--- src/rtl/gpio_wb_arbiter_pkg.sv ---
// gpio_wb_arbiter_pkg: shared arbiter state encoding, default bus widths and timeout counter width helper
package gpio_wb_arbiter_pkg;
  localparam int DW_DEF = 16;
  localparam int AW_DEF = 1;
  localparam int TIMEOUT_DEF = 15;
  typedef enum logic [1:0] {IDLE, GNT0, GNT1} state_t;
  function automatic int cnt_w(input int timeout);
    return $clog2(timeout + 1);
  endfunction
endpackage

--- src/rtl/gpio_wb_arbiter_if.sv ---
// gpio_wb_arbiter_if: Wishbone link (adr, dat_w, dat_r, sel, we, stb, cyc, ack, err); master drives the request, slave returns dat_r/ack/err
interface gpio_wb_arbiter_if
  import gpio_wb_arbiter_pkg::*;
#(
  parameter int DW = DW_DEF,
  parameter int AW = AW_DEF
);
  logic [AW-1:0] adr;
  logic [DW-1:0] dat_w;
  logic [DW-1:0] dat_r;
  logic [1:0] sel;
  logic we;
  logic stb;
  logic cyc;
  logic ack;
  logic err;
  modport master(output adr, dat_w, sel, we, stb, cyc, input dat_r, ack, err);
  modport slave(input adr, dat_w, sel, we, stb, cyc, output dat_r, ack, err);
endinterface

--- src/rtl/gpio_wb_arb_timer.sv ---
// gpio_wb_arb_timer: stalled-strobe counter; ports wb_clk_i, wb_rst_ni, start (count this cycle), clr, expire (count reached TIMEOUT)
module gpio_wb_arb_timer
  import gpio_wb_arbiter_pkg::*;
#(
  parameter int TIMEOUT = TIMEOUT_DEF
) (
  input  logic wb_clk_i,
  input  logic wb_rst_ni,
  input  logic start,
  input  logic clr,
  output logic expire
);
  localparam int CW = cnt_w(TIMEOUT);
  logic [CW-1:0] cnt;
  assign expire = cnt == CW'(TIMEOUT);
  always_ff @(posedge wb_clk_i or negedge wb_rst_ni)
    if (!wb_rst_ni) cnt <= '0;
    else cnt <= (clr || expire) ? '0 : start ? cnt + CW'(1) : cnt;
endmodule

--- src/rtl/gpio_wb_arbiter.sv ---
// gpio_wb_arbiter: round-robin two-master Wishbone arbiter for the GPIO slave; ports wb_clk_i, wb_rst_ni, m0/m1 (slave side), s (master side), gnt_o; GPIO_WB_ARBITER_TIMEOUT_EN adds the ack timeout
module gpio_wb_arbiter
  import gpio_wb_arbiter_pkg::*;
#(
  parameter int DW = DW_DEF,
  parameter int AW = AW_DEF,
  parameter int TIMEOUT = TIMEOUT_DEF
) (
  input  logic wb_clk_i,
  input  logic wb_rst_ni,
  gpio_wb_arbiter_if.slave  m0,
  gpio_wb_arbiter_if.slave  m1,
  gpio_wb_arbiter_if.master s,
  output logic [1:0] gnt_o
);
  state_t state, state_n;
  logic last, g0, g1, stb, expire;
  always_ff @(posedge wb_clk_i or negedge wb_rst_ni)
    if (!wb_rst_ni) begin
      state <= IDLE;
      last <= 1'b1;
    end else begin
      state <= state_n;
      last <= (g0 && !m0.cyc) ? 1'b0 : (g1 && !m1.cyc) ? 1'b1 : last;
    end
  always_comb begin
    state_n = state;
    case (state)
      GNT0: state_n = m0.cyc ? GNT0 : m1.cyc ? GNT1 : IDLE;
      GNT1: state_n = m1.cyc ? GNT1 : m0.cyc ? GNT0 : IDLE;
      default: state_n = (m0.cyc && (!m1.cyc || last)) ? GNT0 : m1.cyc ? GNT1 : IDLE;
    endcase
  end
  assign g0 = state == GNT0;
  assign g1 = state == GNT1;
  assign gnt_o = {g1, g0};
  assign stb = g0 ? m0.stb : g1 & m1.stb;
  assign s.cyc = g0 ? m0.cyc : g1 & m1.cyc;
  assign s.stb = stb & ~expire;
  assign s.we = g0 ? m0.we : g1 & m1.we;
  assign s.adr = g0 ? m0.adr : g1 ? m1.adr : {AW{1'b0}};
  assign s.dat_w = g0 ? m0.dat_w : g1 ? m1.dat_w : {DW{1'b0}};
  assign s.sel = g0 ? m0.sel : g1 ? m1.sel : 2'b00;
  assign m0.ack = g0 & s.ack;
  assign m1.ack = g1 & s.ack;
  assign m0.dat_r = g0 ? s.dat_r : {DW{1'b0}};
  assign m1.dat_r = g1 ? s.dat_r : {DW{1'b0}};
  assign m0.err = g0 & expire;
  assign m1.err = g1 & expire;
`ifdef GPIO_WB_ARBITER_TIMEOUT_EN
  gpio_wb_arb_timer #(.TIMEOUT(TIMEOUT)) u_timer (
    .wb_clk_i(wb_clk_i),
    .wb_rst_ni(wb_rst_ni),
    .start(stb & ~s.ack),
    .clr(state == IDLE || state != state_n || s.ack),
    .expire(expire)
  );
`else
  assign expire = 1'b0;
`endif
endmodule

--- src/flat_wrapper.sv ---
// flat-port wrapper written by rule: the top's interface ports become plain ports
module gpio_wb_arbiter_flat import gpio_wb_arbiter_pkg::*;
#(
  parameter int DW = DW_DEF,
  parameter int AW = AW_DEF,
  parameter int TIMEOUT = TIMEOUT_DEF
)
  (wb_clk_i, wb_rst_ni, gnt_o, m0_adr, m0_dat_w, m0_sel, m0_we, m0_stb, m0_cyc, m0_dat_r, m0_ack, m0_err, m1_adr, m1_dat_w, m1_sel, m1_we, m1_stb, m1_cyc, m1_dat_r, m1_ack, m1_err, s_adr, s_dat_w, s_sel, s_we, s_stb, s_cyc, s_dat_r, s_ack, s_err);
  gpio_wb_arbiter_if #(.DW(DW), .AW(AW)) m0_i ();
  gpio_wb_arbiter_if #(.DW(DW), .AW(AW)) m1_i ();
  gpio_wb_arbiter_if #(.DW(DW), .AW(AW)) s_i ();
  input  logic wb_clk_i;
  input  logic wb_rst_ni;
  output logic [1:0] gnt_o;
  input wire logic [$bits(m0_i.adr)-1:0] m0_adr;
  input wire logic [$bits(m0_i.dat_w)-1:0] m0_dat_w;
  input wire logic [$bits(m0_i.sel)-1:0] m0_sel;
  input wire logic [$bits(m0_i.we)-1:0] m0_we;
  input wire logic [$bits(m0_i.stb)-1:0] m0_stb;
  input wire logic [$bits(m0_i.cyc)-1:0] m0_cyc;
  output wire logic [$bits(m0_i.dat_r)-1:0] m0_dat_r;
  output wire logic [$bits(m0_i.ack)-1:0] m0_ack;
  output wire logic [$bits(m0_i.err)-1:0] m0_err;
  input wire logic [$bits(m1_i.adr)-1:0] m1_adr;
  input wire logic [$bits(m1_i.dat_w)-1:0] m1_dat_w;
  input wire logic [$bits(m1_i.sel)-1:0] m1_sel;
  input wire logic [$bits(m1_i.we)-1:0] m1_we;
  input wire logic [$bits(m1_i.stb)-1:0] m1_stb;
  input wire logic [$bits(m1_i.cyc)-1:0] m1_cyc;
  output wire logic [$bits(m1_i.dat_r)-1:0] m1_dat_r;
  output wire logic [$bits(m1_i.ack)-1:0] m1_ack;
  output wire logic [$bits(m1_i.err)-1:0] m1_err;
  output wire logic [$bits(s_i.adr)-1:0] s_adr;
  output wire logic [$bits(s_i.dat_w)-1:0] s_dat_w;
  output wire logic [$bits(s_i.sel)-1:0] s_sel;
  output wire logic [$bits(s_i.we)-1:0] s_we;
  output wire logic [$bits(s_i.stb)-1:0] s_stb;
  output wire logic [$bits(s_i.cyc)-1:0] s_cyc;
  input wire logic [$bits(s_i.dat_r)-1:0] s_dat_r;
  input wire logic [$bits(s_i.ack)-1:0] s_ack;
  input wire logic [$bits(s_i.err)-1:0] s_err;
  assign m0_i.adr = m0_adr;
  assign m0_i.dat_w = m0_dat_w;
  assign m0_i.sel = m0_sel;
  assign m0_i.we = m0_we;
  assign m0_i.stb = m0_stb;
  assign m0_i.cyc = m0_cyc;
  assign m0_dat_r = m0_i.dat_r;
  assign m0_ack = m0_i.ack;
  assign m0_err = m0_i.err;
  assign m1_i.adr = m1_adr;
  assign m1_i.dat_w = m1_dat_w;
  assign m1_i.sel = m1_sel;
  assign m1_i.we = m1_we;
  assign m1_i.stb = m1_stb;
  assign m1_i.cyc = m1_cyc;
  assign m1_dat_r = m1_i.dat_r;
  assign m1_ack = m1_i.ack;
  assign m1_err = m1_i.err;
  assign s_adr = s_i.adr;
  assign s_dat_w = s_i.dat_w;
  assign s_sel = s_i.sel;
  assign s_we = s_i.we;
  assign s_stb = s_i.stb;
  assign s_cyc = s_i.cyc;
  assign s_i.dat_r = s_dat_r;
  assign s_i.ack = s_ack;
  assign s_i.err = s_err;
  gpio_wb_arbiter #(.DW(DW), .AW(AW), .TIMEOUT(TIMEOUT)) u_core (.wb_clk_i(wb_clk_i), .wb_rst_ni(wb_rst_ni), .m0(m0_i), .m1(m1_i), .s(s_i), .gnt_o(gnt_o));
endmodule
--- config.mk ---
export PLATFORM = sky130hd
export DESIGN_NAME = gpio_wb_arbiter_flat
export DESIGN_NICKNAME = d
export VERILOG_FILES = /design/src/rtl/gpio_wb_arbiter_pkg.sv /design/src/rtl/gpio_wb_arbiter_if.sv /design/src/rtl/gpio_wb_arb_timer.sv /design/src/rtl/gpio_wb_arbiter.sv /design/src/flat_wrapper.sv
export SDC_FILE = /design/constraint.sdc
export NUM_CORES = 1
export LEC_CHECK = 0
export BUFFER_PORTS_ARGS = -buffer_cell sky130_fd_sc_hd__buf_2
export CELL_PAD_IN_SITES_DETAIL_PLACEMENT = 1
export CELL_PAD_IN_SITES_GLOBAL_PLACEMENT = 2
export CORE_AREA = 2 2 92 94
export CTS_CLUSTER_SIZE = 20
export DETAILED_ROUTE_END_ITERATION = 12
export DIE_AREA = 0 0 94 96
export PLACE_DENSITY = 0.86
export SETUP_SLACK_MARGIN = 0.4
export SYNTH_ARGS = -nofsm -noshare
export SYNTH_HDL_FRONTEND = slang
export SYNTH_SLANG_ARGS = --single-unit
--- constraint.sdc ---
create_clock -name wb_clk_i -period 1.38 [get_ports wb_clk_i]
set_input_delay 0.138 -clock wb_clk_i [delete_from_list [all_inputs] [get_ports wb_clk_i]]
set_output_delay 0.138 -clock wb_clk_i [all_outputs]
set_load 0.03 [all_outputs]
==> flow_summary.yaml <==
cts:
  clock_insertion_delay_worst_skew_ns: 0.22
  cts_tree: "built"
  htree_levels: 1
  cts.reportedPaths.clkPinSlew_ns: 0.03
  root_buffer: "sky130_fd_sc_hd__clkbuf_8"
  numCtsBuffers: 3
  cts.path.max_buffers: 2
  sinks_on_the_clock_net: 3
routing:
  initialDrtViolationCount: 22
  post_drt_wl_per_cell_um: 12.8
  drt.antenna.violating_nets: 0
  vias: 1434
  vias_per_cell: 3.87
  iteration_count_of_the_initial_detailed_routing_pass: 4
  drc: 0
  routed_wirelength_mm: 4.74
setup_path:
  worst-endpoint-arrival_ns: 1.49
  worst-path-buf-inv: 3
  timing.critical_path.slowest_stage_cell: "sky130_fd_sc_hd__dfrtp_2"
  regToRegSetupSlack_ns: -0.09
  crit-reg2reg-capture: "u_core.state[1]"
  critical-path-top-delay-family: "flip-flops"
  cp_max_fo: 18
  worst_ep_required_time_ns: 1.24
  setup_crit_end_kind: "output pin"
  crit-reg2reg-launch: "u_core.state[1]"
  timing.setup.critical_path_class: "flop to output pin"
  timing.critical_path.from_type: "flop"
  worst-r2r-cell-count: 6
  cp_cell_sequence: "inv_2, ha_4, buf_12, nand2_1, o21ai_4, buf_6"
  critical-path-max-stage-delay_ns: 0.43
power:
  irDropWorstVdd_mv: 0.883
  cellPowerDensity_mw_per_mm2: 2120
  power.static_leakage_nw: 1.19
synth:
  post_synth_instance_area_sq_um: 779
  netlist-cell-type-count: 20
  synth_top_area_frac: 0.273
  synth_top_cells_by_area: "sky130_fd_sc_hd__and2_1 (27%), sky130_fd_sc_hd__nand2_1 (21%), sky130_fd_sc_hd__o21ai_0 (12%), sky130_fd_sc_hd__dfrtp_1 (6.4%), sky130_fd_sc_hd__ha_1 (6.4%)"
  avg_synthesized_cell_area_sq_um: 5.82
  netlist.top_cell.by_area: "sky130_fd_sc_hd__and2_1"
  netlist_instances: 134
  synth_seq_cells: 3
  synth.yosys.warnings: 0
  synth_sequential_area_ratio: 0.0979
sta:
  fin_setup_tns_ns: -8.25
  layout_setup_ws_ns: -0.248
  slew_violations: 0
  count_of_final_setup_violators: 58
  min_period_over_period: 1.18
  layout_min_cycle_time_ns: 1.63
  clock.fmax_ghz: 0.614
  rsz0062_at_grt: "yes"
  hold_viol: 0
  finalClockSkew_ns: 0.00363
final_layout:
  syn_to_final_growth_pct: 228
  final_cell_mix: "sky130_fd_sc_hd__buf_2 (62), sky130_fd_sc_hd__buf_6 (62), sky130_fd_sc_hd__nand2_1 (42)"
  layout.cell_area.non_filler_sq_mm: 0.00255
  drive_gt1_frac: 0.801
  antenna-diode-count: 0
  final_nets: 335
placed_design:
  routabilityCongestion: 0.652
  dp_hpwl_mm: 3.44
  io_port_bufs: 120
  post_dp_cell_area_sq_mm: 0.00192
global_route:
  globalRoute.totalOverflow: 0
  antenna_found_initial: 0
  groute.layer.met3.usage: 0.00783
  gr-usage-met1: 0.0978
  pin_count_of_the_biggest_net_entering_global_routing: 24
  grt_most_used_layer: "met2"
  global_route.usage.total: 0.0936
  first_pass_grt_wire_length_mm: 6.73
  via_count_of_the_first_global_routing_pass: 1413
  grt_util_met2: 0.199
floorplanning:
  die_height_um: 96
  initial_core_util: 0.0968
  ios: 124
  die_width_um: 94
  placement_rows: 33
  fp.dieArea_sq_mm: 0.00902
  design.core.area_sq_mm: 0.00805
run:
  drv_cap: 0
min_path:
  hold_end: "u_core.state[0]"
  hold_path.class: "primary input to flop"
  timing.hold.worst_path_depth: 2
  min_from: "m1_cyc"
run_status:
  run_status: "complete, but fails checks"
  failed_checks: "setup timing"
cells in the mapped netlist:
library cell                instances
sky130_fd_sc_hd__nand2_1           44
sky130_fd_sc_hd__o21ai_1            3
sky130_fd_sc_hd__ha_1               4
sky130_fd_sc_hd__o31ai_1            1
sky130_fd_sc_hd__o311a_1            1
sky130_fd_sc_hd__a21oi_1            1
sky130_fd_sc_hd__nand3_1            1
sky130_fd_sc_hd__buf_6              1
sky130_fd_sc_hd__a2bb2oi_1          1
sky130_fd_sc_hd__o21ai_0           19
sky130_fd_sc_hd__and2_1            34
sky130_fd_sc_hd__mux2i_1            1
sky130_fd_sc_hd__dfrtp_1            2
sky130_fd_sc_hd__clkbuf_1           4
sky130_fd_sc_hd__buf_4              6
sky130_fd_sc_hd__conb_1             1
sky130_fd_sc_hd__buf_2              4
sky130_fd_sc_hd__dfstp_2            1
sky130_fd_sc_hd__inv_1              3
sky130_fd_sc_hd__nor2b_1            2
sequential cells by signal, summed over array words and instances, names as in the netlist:
register,cells
u_core.state,2
u_core.last,1
final cells by class:
type                       instances  area [sq um]
fill                             938          5500
inverter                           3          11.3
multi-input combinational        114          1010
tap                              105           131
clock buffer                       4          45.0
sequential                         3          77.6
timing repair buffer             142          1280
through the flow:
step,utilization,worst slack [ns],hold slack (ns),total power [W],instances
3_3_place_gp,0.239,-0.0898,-0.0629,0.00384,354
3_5_place_dp,0.239,-0.108,-0.0517,0.00391,354
6_report,0.317,-0.248,0.133,0.00542,371
5_1_grt,0.317,-0.313,0.157,0.00573,371
2_1_floorplan,-,0.0881,-0.158,0.00305,135
4_1_cts,0.303,-0.224,0.155,0.00514,366
cells by family (layout without fill, tap and decap cells):
logic type	count (synthesis)	after routing	share of synthesized area
flops	3	3	0.0979
buf+inv	18	149	0.132
compound gates	26	26	0.181
simple gates	81	81	0.507
other cells	1	2	0.00481
fa+ha+maj	4	4	0.0642
mux	1	1	0.0128
how the worst max path moves through the flow:
stage                                from           to  slack, ns  cells past startpoint
after global routing      u_core.state[0]   s_dat_w[2]      -0.31                      6
after floorplan           u_core.state[1]        s_cyc       0.09                      5
final                     u_core.state[0]   s_dat_w[2]      -0.25                      6
after global placement    u_core.state[0]   s_dat_w[4]      -0.09                      6
after detailed placement  u_core.state[0]  s_dat_w[10]      -0.11                      6
after CTS                 u_core.state[0]  s_dat_w[10]      -0.22                      6
routing by layer:
layer  up-vias  share of wire  routed length [um]
met3         5          0.043                 202
met1       694           0.34                1620
li1        682              -                   -
met4         0          0.010                  48
met2        53           0.61                2870
met5         -              0                   0
report_power, final:
group | total (W) | internal, W | switching (W)
logic | 0.00498 | 0.00242 | 0.00256
registers | 0.000186 | 0.000143 | 0.0000433
clock network | 0.000255 | 0.000197 | 0.0000576
repair_timing:
item / 4_1_cts / 5_1_grt
setup buffers: 7 / 3
setup endpoints to repair: 61 / 61
pin swaps: 1 / 2
hold buffers: 1 / 0
resized for setup: 124 / 9
cloned: 0 / 2
hold endpoints to repair: 3 / 0
Note: power is estimated with default switching activity, not from simulation.
